--- src/rtl/if_id_fetch_stage.sv ---
// Fetch stage and IF/ID pipeline register with opcode/register pre-decode.
// Obeys the hazard unit's stall, squashes on taken branches, parks on HALT.
module if_id_fetch_stage #(
    parameter int unsigned          PC_WIDTH    = 8,
    parameter logic [PC_WIDTH-1:0]  RESET_PC    = '0,
    parameter logic [3:0]           HALT_OPCODE = 4'b1111
) (
    input  logic                clock,
    input  logic                reset,
    input  logic                mux_enable,
    input  logic                branch_taken,
    input  logic [PC_WIDTH-1:0] branch_target,
    output logic [PC_WIDTH-1:0] imem_addr,
    input  logic [15:0]         imem_rdata,
    output logic [15:0]         IF_ID_instr,
    output logic [PC_WIDTH-1:0] IF_ID_pc,
    output logic [3:0]          IF_ID_opcode,
    output logic [2:0]          IF_ID_dest,
    output logic [2:0]          IF_ID_src1,
    output logic [2:0]          IF_ID_src2,
    output logic                Valid_out_IF_ID,
    output logic                halted,
    output logic [15:0]         stall_count
);

    typedef enum logic {
        RUN  = 1'b0,
        HALT = 1'b1
    } state_e;

    state_e               state_q, state_d;
    logic [PC_WIDTH-1:0]  pc_q, pc_d;
    logic [15:0]          instr_q, instr_d;
    logic [PC_WIDTH-1:0]  ifid_pc_q, ifid_pc_d;
    logic                 valid_q, valid_d;
    logic [15:0]          stall_cnt_q, stall_cnt_d;

    always_ff @(posedge clock) begin
        if (reset) begin
            state_q     <= RUN;
            pc_q        <= RESET_PC;
            instr_q     <= '0;
            ifid_pc_q   <= '0;
            valid_q     <= 1'b0;
            stall_cnt_q <= '0;
        end else begin
            state_q     <= state_d;
            pc_q        <= pc_d;
            instr_q     <= instr_d;
            ifid_pc_q   <= ifid_pc_d;
            valid_q     <= valid_d;
            stall_cnt_q <= stall_cnt_d;
        end
    end

    always_comb begin
        state_d     = state_q;
        pc_d        = pc_q;
        instr_d     = instr_q;
        ifid_pc_d   = ifid_pc_q;
        valid_d     = valid_q;
        stall_cnt_d = stall_cnt_q;
        if (branch_taken) begin
            // Redirect wins over a stall and is the only way out of HALT
            pc_d    = branch_target;
            valid_d = 1'b0;
            state_d = RUN;
        end else if (!mux_enable) begin
            if (stall_cnt_q != 16'hFFFF) begin
                stall_cnt_d = stall_cnt_q + 16'd1;
            end
        end else begin
            unique case (state_q)
                RUN: begin
                    instr_d   = imem_rdata;
                    ifid_pc_d = pc_q;
                    valid_d   = 1'b1;
                    if (imem_rdata[15:12] == HALT_OPCODE) begin
                        state_d = HALT;
                    end else begin
                        pc_d = pc_q + 1'b1;
                    end
                end
                HALT: begin
                    valid_d = 1'b0;
                end
                default: begin
                    state_d = RUN;
                end
            endcase
        end
    end

    assign imem_addr       = pc_q;
    assign IF_ID_instr     = instr_q;
    assign IF_ID_pc        = ifid_pc_q;
    assign IF_ID_opcode    = instr_q[15:12];
    assign IF_ID_dest      = instr_q[11:9];
    assign IF_ID_src1      = instr_q[8:6];
    assign IF_ID_src2      = instr_q[5:3];
    assign Valid_out_IF_ID = valid_q;
    assign halted          = (state_q == HALT);
    assign stall_count     = stall_cnt_q;

endmodule

--- config.mk ---
export PLATFORM = sky130hd
export DESIGN_NAME = if_id_fetch_stage
export DESIGN_NICKNAME = d
export VERILOG_FILES = /design/src/rtl/if_id_fetch_stage.sv
export SDC_FILE = /design/constraint.sdc
export NUM_CORES = 1
export LEC_CHECK = 0
export CAP_MARGIN = 0
export CORE_AREA = 2 2 76 78
export CTS_BUF_LIST = sky130_fd_sc_hd__clkbuf_16
export DETAILED_ROUTE_END_ITERATION = 6
export DIE_AREA = 0 0 78 80
export DONT_BUFFER_PORTS = 1
export GPL_ROUTABILITY_DRIVEN = 0
export PLACE_DENSITY = 0.58
export SLEW_MARGIN = 20
export SYNTH_ARGS = -nofsm -noshare
export SYNTH_HDL_FRONTEND = slang
export SYNTH_SLANG_ARGS = --single-unit
--- constraint.sdc ---
create_clock -name clock -period 2 [get_ports clock]
set_clock_uncertainty 0.05 [all_clocks]
set_input_delay 0.3 -clock clock [delete_from_list [all_inputs] [get_ports clock]]
set_output_delay 0.3 -clock clock [all_outputs]
set_load 0.005 [all_outputs]
Word level (Yosys, flattened, before mapping) --
Cells that the tools add are included.
Storage, ports and cells: register bits 50, input port bits 28, output and inout bits 63, word-level logic and storage cells 27
Operators by class: add/sub/neg operators 2, equal/unequal tests 4, muxes and demuxes 7, bitwise logic cells 3, reductions and logical operators 5
Operators by type and width (count):
- $mux W8 | 4
- $add A16 B1 Y16 const B | 1
- $ne A16 B16 Y1 const B | 1
- $reduce_and A3 Y1 | 3
- $add A8 B1 Y8 const B | 1
- $eq A4 B4 Y1 const B | 1
- $ne A2 B2 Y1 const B | 2
- $not A1 Y1 | 3
- $mux W1 | 2
- $pmux W1 S2 | 1
- $reduce_bool A2 Y1 | 1
- $reduce_or A2 Y1 | 1

Longest topological paths before layout --
word-level depth 5, depth in mapped cells 5, depth with buffers taken out 5

Worst setup path after synthesis --
Ideal clock, no wire load.
kind reg2reg, from reg stall_cnt_q[0], in the netlist stall_count[0], to reg stall_cnt_q[12], in the netlist stall_count[12], setup time 70 ps, data arrival time 1729 ps, required time 1880 ps, slack 151 ps, cell stages (with the launch flop) 6, path through dfxtp_1 -> ha_1 -> nand4_2 -> or4_4 -> or3_1 -> a21oi_1
On the way: longest elaborated chain between the ends 2, elaborated cells on any way between the ends 3
Ends and longest elaborated chain:
- start, declared | RTL line 36 | logic [15:0] stall_cnt_q, stall_cnt_d;
- start signal, assigned | RTL line 52 | stall_cnt_q <= stall_cnt_d;
- parallel branches: the longest is 2 deep, another holds $add A16 B1 Y16
Several ways; the timed one is not identified. A chain may end at the register's enable or synchronous reset.

Worst setup path after layout --
Ends and elaborated chain as after synthesis.

==> run_results.csv <==
group,metric,value,unit
grt,grt_pass1_vias,1749,
yosys,avgSynthCellArea,8.122,um2
worst_setup_path,worst-path-max-fanout,6,
routing,ant_nets,0,
floorplan,die_h,80,um
worst_setup_path,end_kind,"flip-flop",
power_and_ir_drop,peakVddDrop,0.0004464,V
routing,firstDrtPassIters,4,
yosys,ys_seq_area_share,42.64,%
worst_setup_path,slowest_delay,0.52,ns
clock_network,cts.sinks,50,
placement,place_ws,0.05989,ns
sta,rsz0062_at_grt,"false",
layout,nNetsFinal,312,
power_and_ir_drop,p_leak,0.9135,nW
worst_setup_path,cp-start-kind,"flip-flop",
yosys,synth_nets,319,
run_status,status,"complete, no violations",
grt,grt_antenna_before_repair,0,
sta,finalSetupViolCount,0,
worst_setup_path,crit_slowest_cell,"or4_4",
routing,drc,0,
layout,regArea,0.001001,mm2
clock_network,cts_tree,"done",
clock_network,clk_pin_slew,0.07,ns
layout,multi_input_area,0.001186,mm2
routing,via_per_inst,5.454,
layout,area_growth,7.676,%
sta,fin_tns_setup,0,ns
clock_network,clock_latency,0.28,ns
floorplan,num_io_pins,91,
layout,final_cell_mix,"nand2_1 (58), dfxtp_1 (50), a21oi_1 (34)",
yosys,ys_seq_elements,50,
sta,hold_ws,0.03137,ns
worst_setup_path,worstSetupPathType,"reg -> reg",
worst_setup_path,path_buf_inv,0,
yosys,synth_ff_type,"dfxtp_1",
sta,tightest_slew,0.4769,ns
clock_network,cts_root_buffer,"clkbuf_16",
clock_network,hold_buffers,0,
worst_setup_path,path_delay_family,"simple AND/OR/NAND/NOR gates",
grt,grt_usage,17.20,%
yosys,synth_cell_types,44,
routing,wirelength,5.250,mm
sta,timing.fmax,538.4,MHz
sta,hold_violations,0,
sta,slew_headroom,67.92,%
worst_setup_path,crit_arrival,2.02,ns
sta,drv_slew,0,
clock_network,cts_buffers,5,
routing,post_drt_wl_per_cell,14.79,um
placement,port_buffers,0,
layout,fillers,571,
yosys,async_reset_ff_share,0,%
sta,fin_crit,1.857,ns
floorplan,core,0.005405,mm2
flow_run,cap_violations,0,
placement,hpwlAfterDp,3.673,mm
yosys,synth_area,0.002347,mm2
floorplan,die_w,78,um
yosys,synth-edff-count,0,
floorplan,dieArea,0.006240,mm2
hold_path,hold_class,"in -> reg",
clock_network,cts_max_level,2,
routing,vias,1936,
floorplan,start_util,43.43,%
layout,drive_gt1_share,11.66,%
yosys,yosys_warnings,0,
layout,mostFrequentLayoutCell,"nand2_1",
floorplan,rows,27,
yosys,synthCells,289,
grt,grt_max_degree,56,
routing,drt_first_iter_violations,74,
worst_setup_path,path_cells,"ha_2, nand4_4, or4_4, or3_1, a21oi_1",
sta,period_share,92.86,%
grt,grt_first_pass_wirelength,8.618,mm
sta,fin_ws,0.1428,ns
grt,grt-ovfl-total,0,
power_and_ir_drop,p_per_area,784.0,mW/mm2
layout,diodes,0,
clock_network,cts_buffer_depth,2,
worst_setup_path,critPathRequiredTime,2.16,ns
-- sequential cells by signal, indices dropped and copies added (netlist names) --
name and cells:
IF_ID_instr 16, stall_count 16, IF_ID_pc 8, imem_addr 8
Valid_out_IF_ID 1, halted 1
-- through the flow --
stage               std cells  power [W]  area [um2]  utilization [%]
detailed placement        347   0.001206        2372            43.89
finish                    355   0.001982        2527            46.76
global placement          347   0.001203        2372            43.89
floorplan                 289   0.001204        2347                -
global route              355   0.002071        2527            46.76
CTS                       355   0.002021        2510            46.44
-- layer usage --
| layer | routed length (um) | vias to the layer above | track usage (%) |
|---|---|---|---|
| li1 | - | 992 | - |
| met1 | 2484 | 878 | 23.17 |
| met2 | 2402 | 62 | 26.64 |
| met3 | 318 | 4 | 4.412 |
| met4 | 44 | 0 | 6.140 |
| met5 | 0 | - | 0 |
-- what timing repair did --
action                                  in CTS  in global routing
setup buffers                                0                  0
resized for setup                            0                  4
endpoints found under the setup margin       0                  3
-- cells in the mapped netlist, types with 4 or more instances --
cell type | number | area [um2]
a211oi_1 | 6 | 45.04
a21oi_1 | 34 | 170.2
a31oi_1 | 5 | 31.28
and4_1 | 4 | 35.03
buf_4 | 14 | 105.1
clkbuf_1 | 10 | 37.54
dfxtp_1 | 50 | 1001
inv_1 | 6 | 22.52
mux2_2 | 7 | 78.83
nand2_1 | 58 | 217.7
nand3_1 | 10 | 50.05
nand4_1 | 6 | 37.54
nor2_1 | 20 | 75.07
nor2b_1 | 8 | 50.05
nor3_1 | 7 | 35.03
o21ai_0 | 4 | 20.02
xor2_1 | 4 | 35.03
-- worst register-to-register path, stage by stage, from the launching register on --
cell,delay [ns]
dfxtp_1,0.34
ha_2,0.23
nand4_4,0.16
or4_4,0.52
or3_1,0.35
a21oi_1,0.13
-- final timing paths --
check,startpoint,endpoint,slack (ns),depth (start not counted)
max reg2reg,stall_count[0]$_SDFFE_PP0P_,stall_count[12]$_SDFFE_PP0P_,0.14,5
min,branch_taken,Valid_out_IF_ID$_SDFFE_PP0P_,0.03,1
min reg2reg,IF_ID_instr[2]$_SDFFE_PP0P_,IF_ID_instr[2]$_SDFFE_PP0P_,0.42,2
max,stall_count[0]$_SDFFE_PP0P_,stall_count[12]$_SDFFE_PP0P_,0.14,5
-- area by class of cell --
cell class / count / area share [%]
multi-input combinational: 207 / 46.93
tap: 72 / 3.564
clock inverter: 3 / 0.4951
sequential: 50 / 39.60
timing repair buffer: 12 / 3.564
clock buffer: 5 / 4.951
inverter: 6 / 0.8911
-- logic make-up (layout without fill, tap and decap cells) --
| logic type | count (synthesis) | after routing | share of synthesized area (%) |
|---|---|---|---|
| compound gates | 57 | 57 | 14.23 |
| xor+xnor | 6 | 6 | 2.239 |
| fa+ha+maj | 2 | 2 | 1.066 |
| buf+inv | 32 | 26 | 7.569 |
| flops | 50 | 50 | 42.64 |
| mux | 10 | 10 | 4.638 |
| simple gates | 132 | 132 | 27.61 |
-- power by group --
part / leakage (nW) / internal [W] / switching (W)
combinational: 0.434 / 0.0000465 / 0.0000615
sequential: 0.408 / 0.00103 / 0.0000421
clock: 0.0724 / 0.000453 / 0.000347
total: 0.914 / 0.00153 / 0.000451
No activity file was read; power rests on OpenSTA's default activity.
